**src/rtl/key_event_scheduler_pkg.sv**
```systemverilog
// key_event_scheduler shared types
// Event record, index width and repeat FSM states.
package key_sched_pkg;

   localparam int NUM_KEYS_DEF = 4;
   localparam int SW_W_DEF     = 10;
   localparam int KEY_IDX_W    = $clog2(NUM_KEYS_DEF);

   typedef struct packed {
      logic [KEY_IDX_W-1:0] key;
      logic [SW_W_DEF-1:0]  sw;
      logic                 rpt;
   } key_event_t;

   typedef enum logic [1:0] {
      IDLE,
      DELAY,
      REPEAT
   } rep_state_t;

endpackage

```
**src/rtl/key_event_scheduler_if.sv**
```systemverilog
// key_event_scheduler port bundle
// Key strobes in, tagged event stream and status out.
interface key_event_scheduler_if #(
   parameter int NUM_KEYS = 4,
   parameter int SW_W     = 10
);
   localparam int KW = $clog2(NUM_KEYS);

   logic [NUM_KEYS-1:0] key_pressed;
   logic [NUM_KEYS-1:0] key_level_n;
   logic [SW_W-1:0]     sw;
   logic                ev_valid;
   logic                ev_ready;
   logic [KW-1:0]       ev_key;
   logic [SW_W-1:0]     ev_sw;
   logic                ev_repeat;
   logic [NUM_KEYS-1:0] pending;
   logic                overflow;
   logic                overflow_clr;

   modport slave (
      input  key_pressed, key_level_n, sw,
      input  ev_ready, overflow_clr,
      output ev_valid, ev_key, ev_sw,
      output ev_repeat, pending, overflow
   );

   modport master (
      output key_pressed, key_level_n, sw,
      output ev_ready, overflow_clr,
      input  ev_valid, ev_key, ev_sw,
      input  ev_repeat, pending, overflow
   );

endinterface

```
**src/rtl/key_event_fifo.sv**
```systemverilog
// key_event_fifo: first-word-fall-through queue
// Head word is visible whenever not empty.
module key_event_fifo #(
   parameter int W     = 8,
   parameter int DEPTH = 4,
   localparam int AW   = $clog2(DEPTH)
) (
   input  logic          clk,
   input  logic          rst_n,
   input  logic          push,
   input  logic [W-1:0]  din,
   input  logic          pop,
   output logic [W-1:0]  dout,
   output logic          full,
   output logic          empty,
   output logic [AW:0]   count
);

   logic [W-1:0]  mem [DEPTH];
   logic [AW-1:0] wr_ptr, rd_ptr;
   logic          wr_en, rd_en;

   assign rd_en = pop & ~empty;
   assign wr_en = push & (~full | rd_en);
   assign full  = (count == (AW+1)'(DEPTH));
   assign empty = (count == '0);
   assign dout  = mem[rd_ptr];

   // storage needs no reset; empty gates the head
   always_ff @(posedge clk) begin
      if (wr_en) mem[wr_ptr] <= din;
   end

   // pointers wrap naturally at power-of-two depth
   always_ff @(posedge clk or negedge rst_n) begin
      if (!rst_n) begin
         wr_ptr <= '0;
         rd_ptr <= '0;
         count  <= '0;
      end else begin
         if (wr_en) wr_ptr <= wr_ptr + 1'b1;
         if (rd_en) rd_ptr <= rd_ptr + 1'b1;
         if (wr_en && !rd_en) count <= count + 1'b1;
         else if (!wr_en && rd_en) count <= count - 1'b1;
      end
   end

endmodule

```
**src/rtl/key_event_scheduler.sv**
```systemverilog
// key_event_scheduler: round-robin key press queue
// Optional auto-repeat engine enabled by KEY_AUTOREPEAT_EN.
module key_event_scheduler
   import key_sched_pkg::*;
#(
   parameter int NUM_KEYS      = NUM_KEYS_DEF,
   parameter int SW_W          = SW_W_DEF,
   parameter int FIFO_DEPTH    = 4,
   parameter int REPEAT_DELAY  = 25_000_000,
   parameter int REPEAT_PERIOD = 5_000_000
) (
   input  logic                  clk,
   input  logic                  rst_n,
   key_event_scheduler_if.slave  bus
);

   localparam int KW = $clog2(NUM_KEYS);
   localparam int EW = KW + SW_W + 1;
   localparam int AW = $clog2(FIFO_DEPTH);

   typedef struct packed {
      logic [KW-1:0]   key;
      logic [SW_W-1:0] sw;
      logic            rpt;
   } ev_t;

   logic [NUM_KEYS-1:0] pend, rflag, rep_req, new_req, gnt;
   logic [KW-1:0]       ptr, gidx;
   logic                gvalid, push, pop, full, empty;
   logic                ovf, merge;
   logic [AW:0]         unused_count;
   ev_t                 wr_ev, rd_ev;

   assign pop     = bus.ev_ready & ~empty;
   assign push    = gvalid & (~full | pop);
   assign new_req = bus.key_pressed | rep_req;
   assign merge   = |(new_req & pend & ~gnt);
   assign wr_ev   = '{key: gidx, sw: bus.sw, rpt: rflag[gidx]};

   // round-robin search starting after last grant
   always_comb begin
      gvalid = 1'b0;
      gidx   = '0;
      for (int i = 1; i <= NUM_KEYS; i++) begin
         if (!gvalid && pend[(int'(ptr) + i) % NUM_KEYS]) begin
            gvalid = 1'b1;
            gidx   = KW'((int'(ptr) + i) % NUM_KEYS);
         end
      end
   end

   // one-hot grant, only when the queue takes it
   always_comb begin
      gnt = '0;
      if (push) gnt[gidx] = 1'b1;
   end

   // request latch, repeat tag, pointer, sticky overflow
   always_ff @(posedge clk or negedge rst_n) begin
      if (!rst_n) begin
         pend  <= '0;
         rflag <= '0;
         ptr   <= '0;
         ovf   <= 1'b0;
      end else begin
         pend <= (pend & ~gnt) | new_req;
         for (int k = 0; k < NUM_KEYS; k++) begin
            if (new_req[k] && !(pend[k] && !gnt[k]))
               rflag[k] <= rep_req[k] & ~bus.key_pressed[k];
         end
         if (push) ptr <= gidx;
         if (merge) ovf <= 1'b1;
         else if (bus.overflow_clr) ovf <= 1'b0;
      end
   end

   key_event_fifo #(
      .W     (EW),
      .DEPTH (FIFO_DEPTH)
   ) u_fifo (
      .clk   (clk),
      .rst_n (rst_n),
      .push  (push),
      .din   (wr_ev),
      .pop   (pop),
      .dout  (rd_ev),
      .full  (full),
      .empty (empty),
      .count (unused_count)
   );

   assign bus.ev_valid  = ~empty;
   assign bus.ev_key    = empty ? '0 : rd_ev.key;
   assign bus.ev_sw     = empty ? '0 : rd_ev.sw;
   assign bus.ev_repeat = empty ? 1'b0 : rd_ev.rpt;
   assign bus.pending   = pend;
   assign bus.overflow  = ovf;

`ifdef KEY_AUTOREPEAT_EN
   rep_state_t          state, state_n;
   logic [31:0]         cnt, cnt_n;
   logic [KW-1:0]       rkey, rkey_n, low_any, low_other;
   logic [NUM_KEYS-1:0] other;
   logic                other_any;

   assign other     = bus.key_pressed & ~(NUM_KEYS'(1) << rkey);
   assign other_any = |other;

   // lowest-index pressed key, overall and excluding target
   always_comb begin
      low_any   = '0;
      low_other = '0;
      for (int i = NUM_KEYS - 1; i >= 0; i--) begin
         if (bus.key_pressed[i]) low_any = KW'(i);
         if (other[i]) low_other = KW'(i);
      end
   end

   // repeat state register
   always_ff @(posedge clk or negedge rst_n) begin
      if (!rst_n) begin
         state <= IDLE;
         cnt   <= '0;
         rkey  <= '0;
      end else begin
         state <= state_n;
         cnt   <= cnt_n;
         rkey  <= rkey_n;
      end
   end

   // repeat next state: a new press retargets, release idles
   always_comb begin
      state_n = state;
      cnt_n   = cnt;
      rkey_n  = rkey;
      unique case (state)
         IDLE: begin
            if (|bus.key_pressed) begin
               state_n = DELAY;
               rkey_n  = low_any;
               cnt_n   = 32'(REPEAT_DELAY - 1);
            end
         end
         DELAY, REPEAT: begin
            if (other_any) begin
               state_n = DELAY;
               rkey_n  = low_other;
               cnt_n   = 32'(REPEAT_DELAY - 1);
            end else if (bus.key_level_n[rkey]) begin
               state_n = IDLE;
            end else if (cnt == '0) begin
               state_n = REPEAT;
               cnt_n   = 32'(REPEAT_PERIOD - 1);
            end else begin
               cnt_n = cnt - 32'd1;
            end
         end
         default: state_n = IDLE;
      endcase
   end

   // repeat request when the held key's counter expires
   always_comb begin
      rep_req = '0;
      if (state != IDLE && !other_any &&
          !bus.key_level_n[rkey] && cnt == '0)
         rep_req[rkey] = 1'b1;
   end
`else
   logic unused_cfg;

   assign rep_req    = '0;
   assign unused_cfg = ^{bus.key_level_n,
                         REPEAT_DELAY[0], REPEAT_PERIOD[0]};
`endif

endmodule

```
**src/flat_wrapper.sv**
```systemverilog
// flat-port wrapper written by rule: the top's interface ports become plain ports
module key_event_scheduler_flat import key_sched_pkg::*;
#(
   parameter int NUM_KEYS      = NUM_KEYS_DEF,
   parameter int SW_W          = SW_W_DEF,
   parameter int FIFO_DEPTH    = 4,
   parameter int REPEAT_DELAY  = 25_000_000,
   parameter int REPEAT_PERIOD = 5_000_000
)
  (clk, rst_n, bus_key_pressed, bus_key_level_n, bus_sw, bus_ev_ready, bus_overflow_clr, bus_ev_valid, bus_ev_key, bus_ev_sw, bus_ev_repeat, bus_pending, bus_overflow);
  key_event_scheduler_if #(.NUM_KEYS(NUM_KEYS), .SW_W(SW_W)) bus_i ();
  input  logic clk;
  input  logic rst_n;
  input wire logic [$bits(bus_i.key_pressed)-1:0] bus_key_pressed;
  input wire logic [$bits(bus_i.key_level_n)-1:0] bus_key_level_n;
  input wire logic [$bits(bus_i.sw)-1:0] bus_sw;
  input wire logic [$bits(bus_i.ev_ready)-1:0] bus_ev_ready;
  input wire logic [$bits(bus_i.overflow_clr)-1:0] bus_overflow_clr;
  output wire logic [$bits(bus_i.ev_valid)-1:0] bus_ev_valid;
  output wire logic [$bits(bus_i.ev_key)-1:0] bus_ev_key;
  output wire logic [$bits(bus_i.ev_sw)-1:0] bus_ev_sw;
  output wire logic [$bits(bus_i.ev_repeat)-1:0] bus_ev_repeat;
  output wire logic [$bits(bus_i.pending)-1:0] bus_pending;
  output wire logic [$bits(bus_i.overflow)-1:0] bus_overflow;
  assign bus_i.key_pressed = bus_key_pressed;
  assign bus_i.key_level_n = bus_key_level_n;
  assign bus_i.sw = bus_sw;
  assign bus_i.ev_ready = bus_ev_ready;
  assign bus_i.overflow_clr = bus_overflow_clr;
  assign bus_ev_valid = bus_i.ev_valid;
  assign bus_ev_key = bus_i.ev_key;
  assign bus_ev_sw = bus_i.ev_sw;
  assign bus_ev_repeat = bus_i.ev_repeat;
  assign bus_pending = bus_i.pending;
  assign bus_overflow = bus_i.overflow;
  key_event_scheduler #(.NUM_KEYS(NUM_KEYS), .SW_W(SW_W), .FIFO_DEPTH(FIFO_DEPTH), .REPEAT_DELAY(REPEAT_DELAY), .REPEAT_PERIOD(REPEAT_PERIOD)) u_core (.clk(clk), .rst_n(rst_n), .bus(bus_i));
endmodule
```
**config.mk**
```make
export PLATFORM = sky130hd
export DESIGN_NAME = key_event_scheduler_flat
export DESIGN_NICKNAME = d
export VERILOG_FILES = /design/src/rtl/key_event_scheduler_pkg.sv /design/src/rtl/key_event_scheduler_if.sv /design/src/rtl/key_event_fifo.sv /design/src/rtl/key_event_scheduler.sv /design/src/flat_wrapper.sv
export SDC_FILE = /design/constraint.sdc
export NUM_CORES = 1
export LEC_CHECK = 0
export ABC_AREA = 1
export BUFFER_PORTS_ARGS = -buffer_cell sky130_fd_sc_hd__buf_4
export CELL_PAD_IN_SITES_DETAIL_PLACEMENT = 1
export CELL_PAD_IN_SITES_GLOBAL_PLACEMENT = 1
export CORE_MARGIN = 2
export CORE_UTILIZATION = 48
export DETAILED_ROUTE_END_ITERATION = 12
export GPL_TIMING_DRIVEN = 0
export PLACE_DENSITY_LB_ADDON = 0.1
export SLEW_MARGIN = 15
export SYNTH_ARGS = -nofsm -noshare
export SYNTH_HDL_FRONTEND = slang
export SYNTH_SLANG_ARGS = --single-unit
```
**constraint.sdc**
```tcl
create_clock -name clk -period 5 [get_ports clk]
set_input_delay 0.5 -clock clk [delete_from_list [all_inputs] [get_ports clk]]
set_output_delay 0.5 -clock clk [all_outputs]
set_load 0.01 [all_outputs]
```
* Yosys cells after proc, flatten, opt, wreduce, memory -nomap -nowiden
Memory sizes are Yosys's and may differ from the RTL's.
Cells that the tools add are included.
** Storage, ports and cells
- Bits of input ports :: 22
- Memories kept :: 1
- Flip-flop bits (word level) :: 14
- Memory bits (writable) :: 52
- Output and inout bits :: 19
- Word-level logic and storage cells :: 92
** Operators by class
- Bitwise logic cells :: 17
- Multiplexer cells :: 34
- Eq/ne operators :: 1
- Reductions and logical operators :: 19
- $lt $le $gt $ge :: 6
- $add $sub $neg :: 8
** Memory list
- u_core.u_fifo.mem :: words 4, width 13, read ports 1, clocked after memory_dff 0, wr ports 1, RTL line key_event_fifo.sv:19 : logic [W-1:0] mem [DEPTH];
** Operators with widths (count)
- $mux 1 :: 19
- $lt 3x4->1 const B :: 4
- $and 4x4->4 :: 3
- $bmux 1 s2 :: 5
- $mux 10 :: 1
- $mux 2 :: 5
- $add 2x1->2 const B :: 4
- $reduce_or 2->1 :: 4
- $logic_and 1x1->1 :: 6
- $mux 3 :: 2
- $logic_not 1->1 :: 5
- $add 2x2->2 const B :: 2
- $and 1x1->1 :: 4
- $and 1x1->1 const A :: 4
- $mux 4 :: 1
- $not 4->4 :: 1
- $or 4x4->4 :: 1
- $reduce_bool 2->1 :: 2
- $reduce_or 4->1 :: 1
- $add 3x1->3 const B :: 1
- $eq 3x3->1 const B :: 1
- $logic_not 3->1 :: 1
- $lt 2x3->1 const B :: 1
- $sub 3x1->3 const B :: 1
- other kinds (4) :: 6

* Logic depth before layout (Yosys ltp)
Gate-level depths: netlist of run 1.
- Word-level depth :: 25
- Gate-level depth with buffers :: 18
- Gate-level depth less buffers :: 16

* By module
Synthesis of run 1 repeated with hierarchy kept, for this count alone.
** Unflattened totals
- Cell total of the unflattened synthesis :: 332
- Area total of the unflattened synthesis :: 3214.3 um2
** By module, submodules not included
- key_event_fifo :: times used 1, area an instance 2432.3 um2, cells an instance 200
- key_event_scheduler :: times used 1, area an instance 782.0 um2, cells an instance 132

* Worst setup path after synthesis of run 1
OpenSTA, ideal clock, no wires.
- Kind :: reg2reg
- Start :: register u_core.ptr[0]
- End :: register u_core.u_fifo.count[2]
- Cell stages (with the launch flop) :: 18
- Clock period less this slack :: 2.351 ns
- Path slack :: 2.649 ns
- Arrival time :: 2.221 ns
- Path through :: dfrtp_1 buf_6 inv_4 buf_12 nand2_2 nand2_4 inv_1 nand2_1 nand2_2 nand3b_2 nand2_4 inv_2 ha_1 inv_1 fa_1 a21oi_1 o21ai_0 xor2_1
** On the way
- Longest elaborated chain between the ends :: 19
** Ends and longest elaborated chain
- from (decl) :: RTL line key_event_scheduler.sv:28 : logic [KW-1:0] ptr, gidx;
- from (signal assigned) :: RTL line key_event_scheduler.sv:71 : if (push) ptr <= gidx;
- $add 2x1->2 :: RTL line key_event_scheduler.sv:45 : if (!gvalid && pend[(int'(ptr) + i) % NUM_KEYS]) begin
- $bmux 1 s2 :: RTL line key_event_scheduler.sv:45
- $mux 1 (implied by the code) (2 in a row) :: RTL line key_event_scheduler.sv:45
- $mux 1 :: RTL line key_event_scheduler.sv:45
- $logic_not 1->1 :: RTL line key_event_scheduler.sv:45
- $logic_and 1x1->1 :: RTL line key_event_scheduler.sv:45
- $mux 1 :: RTL line key_event_scheduler.sv:45
- $logic_not 1->1 :: RTL line key_event_scheduler.sv:45
- [... 3 more ...]
- $logic_and 1x1->1 :: RTL line key_event_scheduler.sv:45
- $mux 1 * :: RTL line key_event_scheduler.sv:45
- $and 1x1->1 * :: RTL line key_event_scheduler.sv:35 : assign push = gvalid & (~full | pop);
- $and 1x1->1 * :: RTL line key_event_fifo.sv:24 : assign wr_en = push & (~full | rd_en);
- named net u_core.u_fifo.wr_en :: RTL line key_event_fifo.sv:21 : logic wr_en, rd_en;
- $logic_not 1->1 :: RTL line key_event_fifo.sv:44 : else if (!wr_en && rd_en) count <= count - 1'b1;
- $logic_and 1x1->1 :: RTL line key_event_fifo.sv:44
- $reduce_bool 2->1 (no line)
- to (signal assigned) :: RTL line key_event_fifo.sv:43 : if (wr_en && !rd_en) count <= count + 1'b1;
- to (signal assigned) :: RTL line key_event_fifo.sv:44
- to (decl) :: RTL line key_event_fifo.sv:16 : output logic [AW:0] count
Mark *: on every way through the listed nets, which the timed path passes. The rest lies on a longest branch. The select of a mux whose other input is x is not followed.
A chain may end at the register's enable or synchronous reset.

* Worst setup path after layout of run 1
- Start :: register u_core.u_fifo.rd_ptr[0]
- End :: output bus_ev_key[0]
** On the way
- Longest elaborated chain between the ends :: 2
** Ends and longest elaborated chain
- from (decl) :: RTL line key_event_fifo.sv:20 : logic [AW-1:0] wr_ptr, rd_ptr;
- from (signal assigned) :: RTL line key_event_fifo.sv:42 : if (rd_en) rd_ptr <= rd_ptr + 1'b1;
- $mem_v2 4x13
- $mux 2 :: RTL line key_event_scheduler.sv:93 : assign bus.ev_key = empty ? '0 : rd_ev.key;
- to (decl) :: RTL line flat_wrapper.sv:20 : output wire logic [$bits(bus_i.ev_key)-1:0] bus_ev_key;
Every way passes these cells.

==> metrics.md, run 1 <==
| Metric | Value |
|---|---|
| All-Layer GR Usage | a little under a quarter |
| Synth top area cells | edfxtp_1, dfrtp_1, nor2_1 |
| Cell variety after synth | 29 |
| CTS Sinks | a little over 60 |
| Synth warnings | 0 |
| Final hold vios | 0 |
| Mean routed wirelength per cell | approximately 16 µm |
| R2r setup slk | 2.36 ns |
| Max Root-Sink Buffers | 2 |
| Rel. slew slack | a little over a quarter |
| Max Clock Skew | 0.005192 ns |
| Max_cap viols | 0 |
| DRT Pass-1 Iters | 4 |
| Gpl congestion | between 0.7 and 0.8 |
| Post-Layout Cell Count | 416 |
| Antenna cells | 0 |
| Crit Path Class | flip-flop to output port |
| Worst Hold End | u_core.bus.pending[1] |
| Initial core utilization | between 40% and 50% |
| Area growth, synth to finish | 18.27% |
| Reg2reg path depth | 17 |
| Final wirelength | around 6.8 mm |
| Status | completed |
| Most Frequent Cell on Critical Path | nor2_1 |
| Clk slew on worst S/H paths | ~0.070 ns |
| CTS tree | built |
| Leading area contributor after synthesis | edfxtp_1 |
| Hold crit path type | input port to flip-flop |
| Clock H-tree levels | 3 |
| Ports | 41 |
| Slowest-stage cell, CP | buf_1 |
| Critical path fanouts, max | 10 |
| Met3 WL post-DR | between 200 and 300 µm |
| Highest routed layer | met4 |
| Post-synth net total | 317 |
| Root buf cell | clkbuf_8 |
| First-pass GRT wire length | around 11 mm |
| Drt first-iter violations | between 100 and 150 |
| Antenna violations before repair | 0 |
| WL met1 | about 3.1 mm |
| Largest net degree at the start of global routing | 15 |
| Clock share of power | between 10% and 20% |
| Max Slew Vio Count | 0 |
| Rows | 28 |
| Worst hold path depth | 2 |
| Post-Syn Area per Cell | 10.21 µm² |
| Pwr/cell area | between 700 and 800 nW/µm² |
| Hold Startpoint | bus_key_pressed[1] |
| CP peak stage delay | around 0.53 ns |
| FMAX | 364.4 MHz |
| Met2 WL | approximately 3.3 mm |
| Placed instance count | ~400 |
| Startpoint Class | flip-flop |
| Crit path cell chain | clkbuf_1 > buf_1 > nor2_1 > nor2_1 > o21ai_0 > a21oi_1 > buf_4 |
| Int Power | roughly 1.5 mW |
| Die width | 82.42 µm |
| TritonCTS buffer count | 9 |
| Post-synthesis sequential area ratio | 60.70% |
| Post-route clock period utilization | 54.88% |
| Mapped Cells | 289 |
| Buffers added on ports | 35 |
| DP HPWL | 4.564 mm |
| Die area | just under 7000 µm² |
| Vias in the first global route | around 2200 |
| Clk_lat worst skew | 0.34 ns |
| Flop pwr share | 34.4% |
| Final net count | roughly 360 |
| Via-to-Cell Ratio | roughly 5.2 |
| Worst r2r src | u_core.ptr[0] |
| ANT nets after route | 0 |
| Share of Yosys cell area claimed by the top area cell type | 48.83% |
| Drt drc | 0 |
| Crit end category | output port |
| Syn Std Cell Area | slightly below 3000 µm² |
| Via count | 2143 |
| Leak Pwr | roughly 1.5 nW |
| Final Core Density | roughly three fifths |
| Min cycle time layout | between 2 and 3 ns |
| RR Endpoint | u_core.u_fifo.count[2] |
| Sw Ratio | approximately 44% |
| Psw | 1.180 mW |
| Final global-route overflow total | 0 |
| TNS Setup | 0 ns |
| Placeable Area | 5921 µm² |
| Share of post-route cells with drive strength above 1 | between 20% and 30% |
| Gate power share | roughly half |
| Worst EP required | 4.50 ns |
| Setup violations, final | 0 |
| Die height | around 80 µm |
| Worst Path Arrival | roughly 2.2 ns |
| Yosys reg bits | between 60 and 70 |
| RSZ-0062 raised after global routing | false |
| VDD IR max | approximately 330 µV |
| Slew @ Worst Pin | 1.094 ns |
==> worst max path at each step <==
stage,start,to,slack (ns),depth (start not counted)
finish,u_core.u_fifo.rd_ptr[0],bus_ev_key[0],2.26,7
global route,u_core.u_fifo.rd_ptr[0],bus_ev_sw[8],2.10,7
CTS,u_core.u_fifo.rd_ptr[0],bus_ev_sw[8],2.24,7
detailed placement,u_core.ptr[0],u_core.u_fifo.mem[2][2],2.37,11
global placement,u_core.ptr[0],u_core.u_fifo.mem[3][9],2.42,11
floorplan,u_core.ptr[0],u_core.u_fifo.count[2],2.65,17
==> per-stage QoR <==
stage | hold slack (ns) | instance area (µm²) | total power [mW] | setup WS [ns]
5_1_grt | 0.3431 | 3491 | 2.899 | 2.100
3_3_place_gp | 0.3608 | 3308 | 2.243 | 2.415
4_1_cts | 0.3350 | 3483 | 2.701 | 2.240
3_5_place_dp | 0.3635 | 3308 | 2.305 | 2.366
6_report | 0.3427 | 3491 | 2.683 | 2.256
2_1_floorplan | 0.2044 | 2952 | 1.831 | 2.649
==> cells in the mapped netlist (all sizes together) <==
cell type and count:
buf 5, nand3b 1, o21ai 27, a21o 3, xor2 4, nand4 2
nor2 61, nand3 12, edfxtp 48, a21oi 15, fa 1, dfrtp 14
clkbuf 6, o21bai 1, xnor2 1, conb 1, ha 5, inv 31
mux2 1, nand2 50
==> registers in the layout (all words and copies together), names as in the netlist <==
| signal | count |
|---|---|
| u_core.bus.overflow | 1 |
| u_core.bus.pending | 4 |
| u_core.ptr | 2 |
| u_core.u_fifo.count | 3 |
| u_core.u_fifo.mem | 48 |
| u_core.u_fifo.rd_ptr | 2 |
| u_core.u_fifo.wr_ptr | 2 |
==> area by class of cell <==
class,instances,area (µm²)
sequential,62,1792
timing repair buffer,36,272.8
buffer,11,68.82
clock buffer,10,127.6
fill,674,2430
multi-input combinational,185,979.7
tap,75,93.84
inverter,31,118.9
clock inverter,6,37.54
==> per-layer routing <==
metal / vias to the layer above / track usage [%]
li1: 1039 / -
met1: 1049 / 28.53
met2: 44 / 38.47
met3: 11 / 4.130
met4: 0 / 10.00
met5: - / 0
==> logic make-up after synthesis <==
group,after synthesis,synth area share [%]
flip-flops,62,60.70
AND/OR/NAND/NOR,126,20.01
other,1,0.1271
XOR/XNOR,5,1.484
buffers and inverters,42,6.359
multiplexers,1,0.3815
adder cells (fa/ha/maj),6,2.798
AO/OA/AOI/OAI,46,8.139
==> critical path: cells and delay by family, from the launching register on <==
kind / cells / cell delay (ns)
simple gates: 2 / 0.21
flops: 1 / 0.32
compound gates: 2 / 0.35
buf+inv: 3 / 1.02
==> power groups by stage <==
stage	Combinational, mW	Clock (mW)	Sequential (mW)
after floorplan	0.922	0	0.909
after global placement	1.32	0	0.924
after detailed placement	1.37	0	0.936
after CTS	1.39	0.381	0.928
after global routing	1.55	0.405	0.945
final	1.38	0.375	0.924
==> timing repair <==
item | CTS | global route
hold buffers | 1 | 0
endpoints found under the hold margin | 14 | 0
buffers inserted | 0 | 0
resized for setup | 0 | 0
==> cell usage in the layout (no fill, tap or decap), types with 3 or more instances in the layout <==
cell and count:
ha_1 5, nand2_4 5, a21oi_1 15, nor2_1 56
buf_4 36, nand2_2 11, clkbuf_8 9, nand3_1 10
inv_1 28, a21o_1 3, edfxtp_1 48, nand2_1 34
dfrtp_1 14, nor2_2 3, o21ai_0 27, xor2_1 4
clkbuf_1 7
(Power assumes the default switching activity.)
==> run 2: changes to the inputs <==
- CORE_UTILIZATION: 48 -> 40
- clock period: 5 -> 2.36 ns (I/O delays scaled with it)
==> run 2 against run 1 <==
Effect of this change: register-to-register slack got worse by 2.4 ns; via count rose by 5.1%; sequential cell count did not move; clock skew barely moved; non-clock buffer count rose by 25; combinational power rose to 2.7 times the previous value; clock power rose to 2.7 times the previous value; highest routed layer unchanged.
==> metrics.md, run 2 (synthesis gave the netlist of run 1 again) <==
| Metric | Value |
|---|---|
| Status | completed |
| Most Frequent Cell on Critical Path | inv_4 |
| DP HPWL | 4.684 mm (+2.6%) |
| Share of post-route cells with drive strength above 1 | 34.15% (+11 points) |
| All-Layer GR Usage | 20.24% (-2.5 points) |
| Drt drc | 0 (unchanged) |
| Number of flip-flops in the largest register | 48 (unchanged) |
| Clk_lat worst skew | 0.34 ns (about the same) |
| Critical path's top delay family | adder cells |
| ANT nets after route | 0 (unchanged) |
| Multi-input logic area | 1077 µm² (+10%) |
| Max Root-Sink Buffers | 2 (unchanged) |
| Clock share of power | 15.3% (+1.3 points) |
| Rows | 31 (+11%) |
| Leak Pwr | 1.708 nW (+13%) |
| Crit path cell chain | buf_6 > inv_4 > buf_12 > nand2_1 > nand3_1 > nand2_2 > nor2_4 > nand3b_4 > nand2_4 > inv_4 > ha_4 > inv_4 > fa_2 > mux2_4 |
| Pwr/cell area | 1727 nW/µm² (+120%) |
| Hold crit path type | input port to flip-flop |
| Startpoint Class | flip-flop |
| CP peak stage delay | 0.42 ns (-0.11 ns) |
| Min cycle time layout | around 2.4 ns |
| Antenna cells | 0 (unchanged) |
| Critical Path Sink | u_core.u_fifo.count[1] |
| Flop pwr share | 29.5% (-4.9 points) |
| Final global-route overflow total | 0 (unchanged) |
| VDD IR max | 666.0 µV (+99%) |
| Area growth, synth to finish | 31.07% |
| RR Endpoint | u_core.u_fifo.count[1] |
| Post-route clock period utilization | roughly 100% |
| Max_cap viols | 0 (unchanged) |
| Reg2reg path depth | 14 (-3) |
| CTS Sinks | 62 (unchanged) |
| Gpl congestion | 0.7274 (-6.6%) |
| Total Power | 6.680 mW (+150%) |
| Via count | 2253 (+5.1%) |
| RSZ-0062 raised after global routing | true |
| CTS tree | built |
| Via-to-Cell Ratio | 4.845 (-5.9%) |
| R2r setup slk | 0.006 ns (-2.35 ns) |
| Final hold vios | 0 (unchanged) |
| Register with the most flip-flops | u_core.u_fifo.mem |
| Vias in the first global route | 2330 (+4.0%) |
| TritonCTS buffer count | 9 (unchanged) |
| Root buf cell | clkbuf_8 |
| DRT Pass-1 Iters | 4 (unchanged) |
| Die width | 89.90 µm (+9.1%) |
| Int Power | 3.869 mW (+160%) |
| Worst EP required | 2.59 ns (-1.91 ns) |
| Antenna violations before repair | 0 (unchanged) |
| Setup WS pre-CTS | -0.3166 ns (-2.683 ns) |
| FMAX | ~420 MHz |
| Largest net degree at the start of global routing | 15 (unchanged) |
| Final net count | 389 (+6.9%) |
| Setup violations, final | 0 (unchanged) |
| Mean routed wirelength per cell | 16.95 µm (+3.3%) |
| Fillers | 829 (+23%) |
| Ports | 41 (unchanged) |
| Initial core utilization | 40.91% (-8.9 points) |
| Drt first-iter violations | 126 (-11%) |
| First-pass GRT wire length | 12.40 mm (+13%) |
| Worst Path Buf+Inv | 5 (+2) |
| Crit Path Class | flip-flop to flip-flop |
| Rel. slew slack | 56.72% (+30 points) |
| Max Slew Vio Count | 0 (unchanged) |
| Worst Path Arrival | 2.59 ns (+0.35 ns) |
| Crit end category | flip-flop |
| Gate power share | 55.2% (+3.6 points) |
| Psw | 2.811 mW (+140%) |
| Clk slew on worst S/H paths | 0.07 ns (about the same) |
| Sw Ratio | 42.08% (-1.9 points) |
| Slew @ Worst Pin | 0.6491 ns (-0.4445 ns) |
| Seq. cell area | 1793 µm² (about the same) |
| Die area | 8082 µm² (+19%) |
| Slowest-stage cell, CP | fa_2 |
| Clock H-tree levels | 3 (unchanged) |
| Max Clock Skew | 0.004744 ns (-0.0004480 ns) |
| Placeable Area | 7214 µm² (+22%) |
| Fin worst setup slack | 0.005637 ns (-2.250 ns) |
| Crit. Startpoint | u_core.ptr[0] |
| Critical path fanouts, max | 8 (-2) |
| Worst r2r src | u_core.ptr[0] |
| Instance count on the critical path | 14 (+7) |
| Die height | 89.90 µm (+9.1%) |
| Most frequent cells in the layout | buf_4, nor2_1, edfxtp_1 |
| Final wirelength | 7.884 mm (+15%) |
| Buffers added on ports | 35 (unchanged) |
| Leading cell type in the layout, fill and taps excluded | buf_4 |
==> run 2: layout make-up <==
cell class	count	area share (%)
plain buffers	10	1.843
clock buffers	10	3.299
clock inverters	6	2.232
inverters	31	3.202
multi-input cells	185	27.85
flip-flops and latches	62	46.35
well taps	99	3.202
repair buffers	62	12.03
==> run 2: worst min path at each step <==
stage	start	endpoint	slack, ns	depth (start not counted)
global route	bus_key_pressed[1]	u_core.bus.pending[1]	0.08	2
global placement	rst_n	u_core.bus.pending[0]	0.10	1
floorplan	rst_n	u_core.bus.overflow	-0.06	0
CTS	bus_key_pressed[1]	u_core.bus.pending[1]	0.08	2
detailed placement	rst_n	u_core.bus.pending[0]	0.10	1
finish	bus_key_pressed[1]	u_core.bus.pending[1]	0.08	2
==> run 2: power by group through the flow <==
stage | logic (mW) | registers, mW | clock network [mW]
4_1_cts | 3.41 | 1.97 | 1.03
3_3_place_gp | 2.85 | 1.96 | 0
2_1_floorplan | 1.95 | 1.93 | 0
6_report | 3.69 | 1.97 | 1.02
5_1_grt | 4.05 | 2.01 | 1.07
3_5_place_dp | 2.94 | 1.99 | 0
==> run 2: per-stage QoR <==
stage / setup TNS [ns] / util [%] / hold WS (ns) / area, µm² / instances
6_report: 0 / 53.62 / 0.08450 / 3869 / 465
3_3_place_gp: -12.46 / 46.27 / 0.1010 / 3338 / 423
5_1_grt: -0.3049 / 53.62 / 0.07540 / 3869 / 465
4_1_cts: 0 / 52.41 / 0.07870 / 3781 / 461
3_5_place_dp: -7.471 / 46.34 / 0.1039 / 3343 / 423
2_1_floorplan: 0 / - / -0.05959 / 2952 / 289
==> run 2: what timing repair did <==
action	CTS	global route
resized for setup	19	16
pin swaps	8	8
buffers inserted	20	5
hold endpoints to repair	14	0
endpoints found under the setup margin	37	42
cloned	1	0
hold buffers	1	0
==> run 2: routing by layer <==
layer  wire (µm)  track usage [%]  vias to the layer above  part of all wire, %
met4         152            7.692                        0                  1.9
met1        3521            26.25                     1114                   45
li1            -                -                     1093                    -
met5           0                0                        -                    0
met3         192            3.604                       14                  2.4
met2        4017            34.09                       32                   51
==> run 2: worst reg2reg max path, cell delays in order, from the launching register on <==
cell and delay [ns]:
dfrtp_1 0.38, buf_6 0.14, inv_4 0.06, buf_12 0.12
nand2_1 0.08, nand3_1 0.09, nand2_2 0.08, nor2_4 0.15
nand3b_4 0.09, nand2_4 0.09, inv_4 0.05, ha_4 0.16
inv_4 0.06, fa_2 0.42, mux2_4 0.27
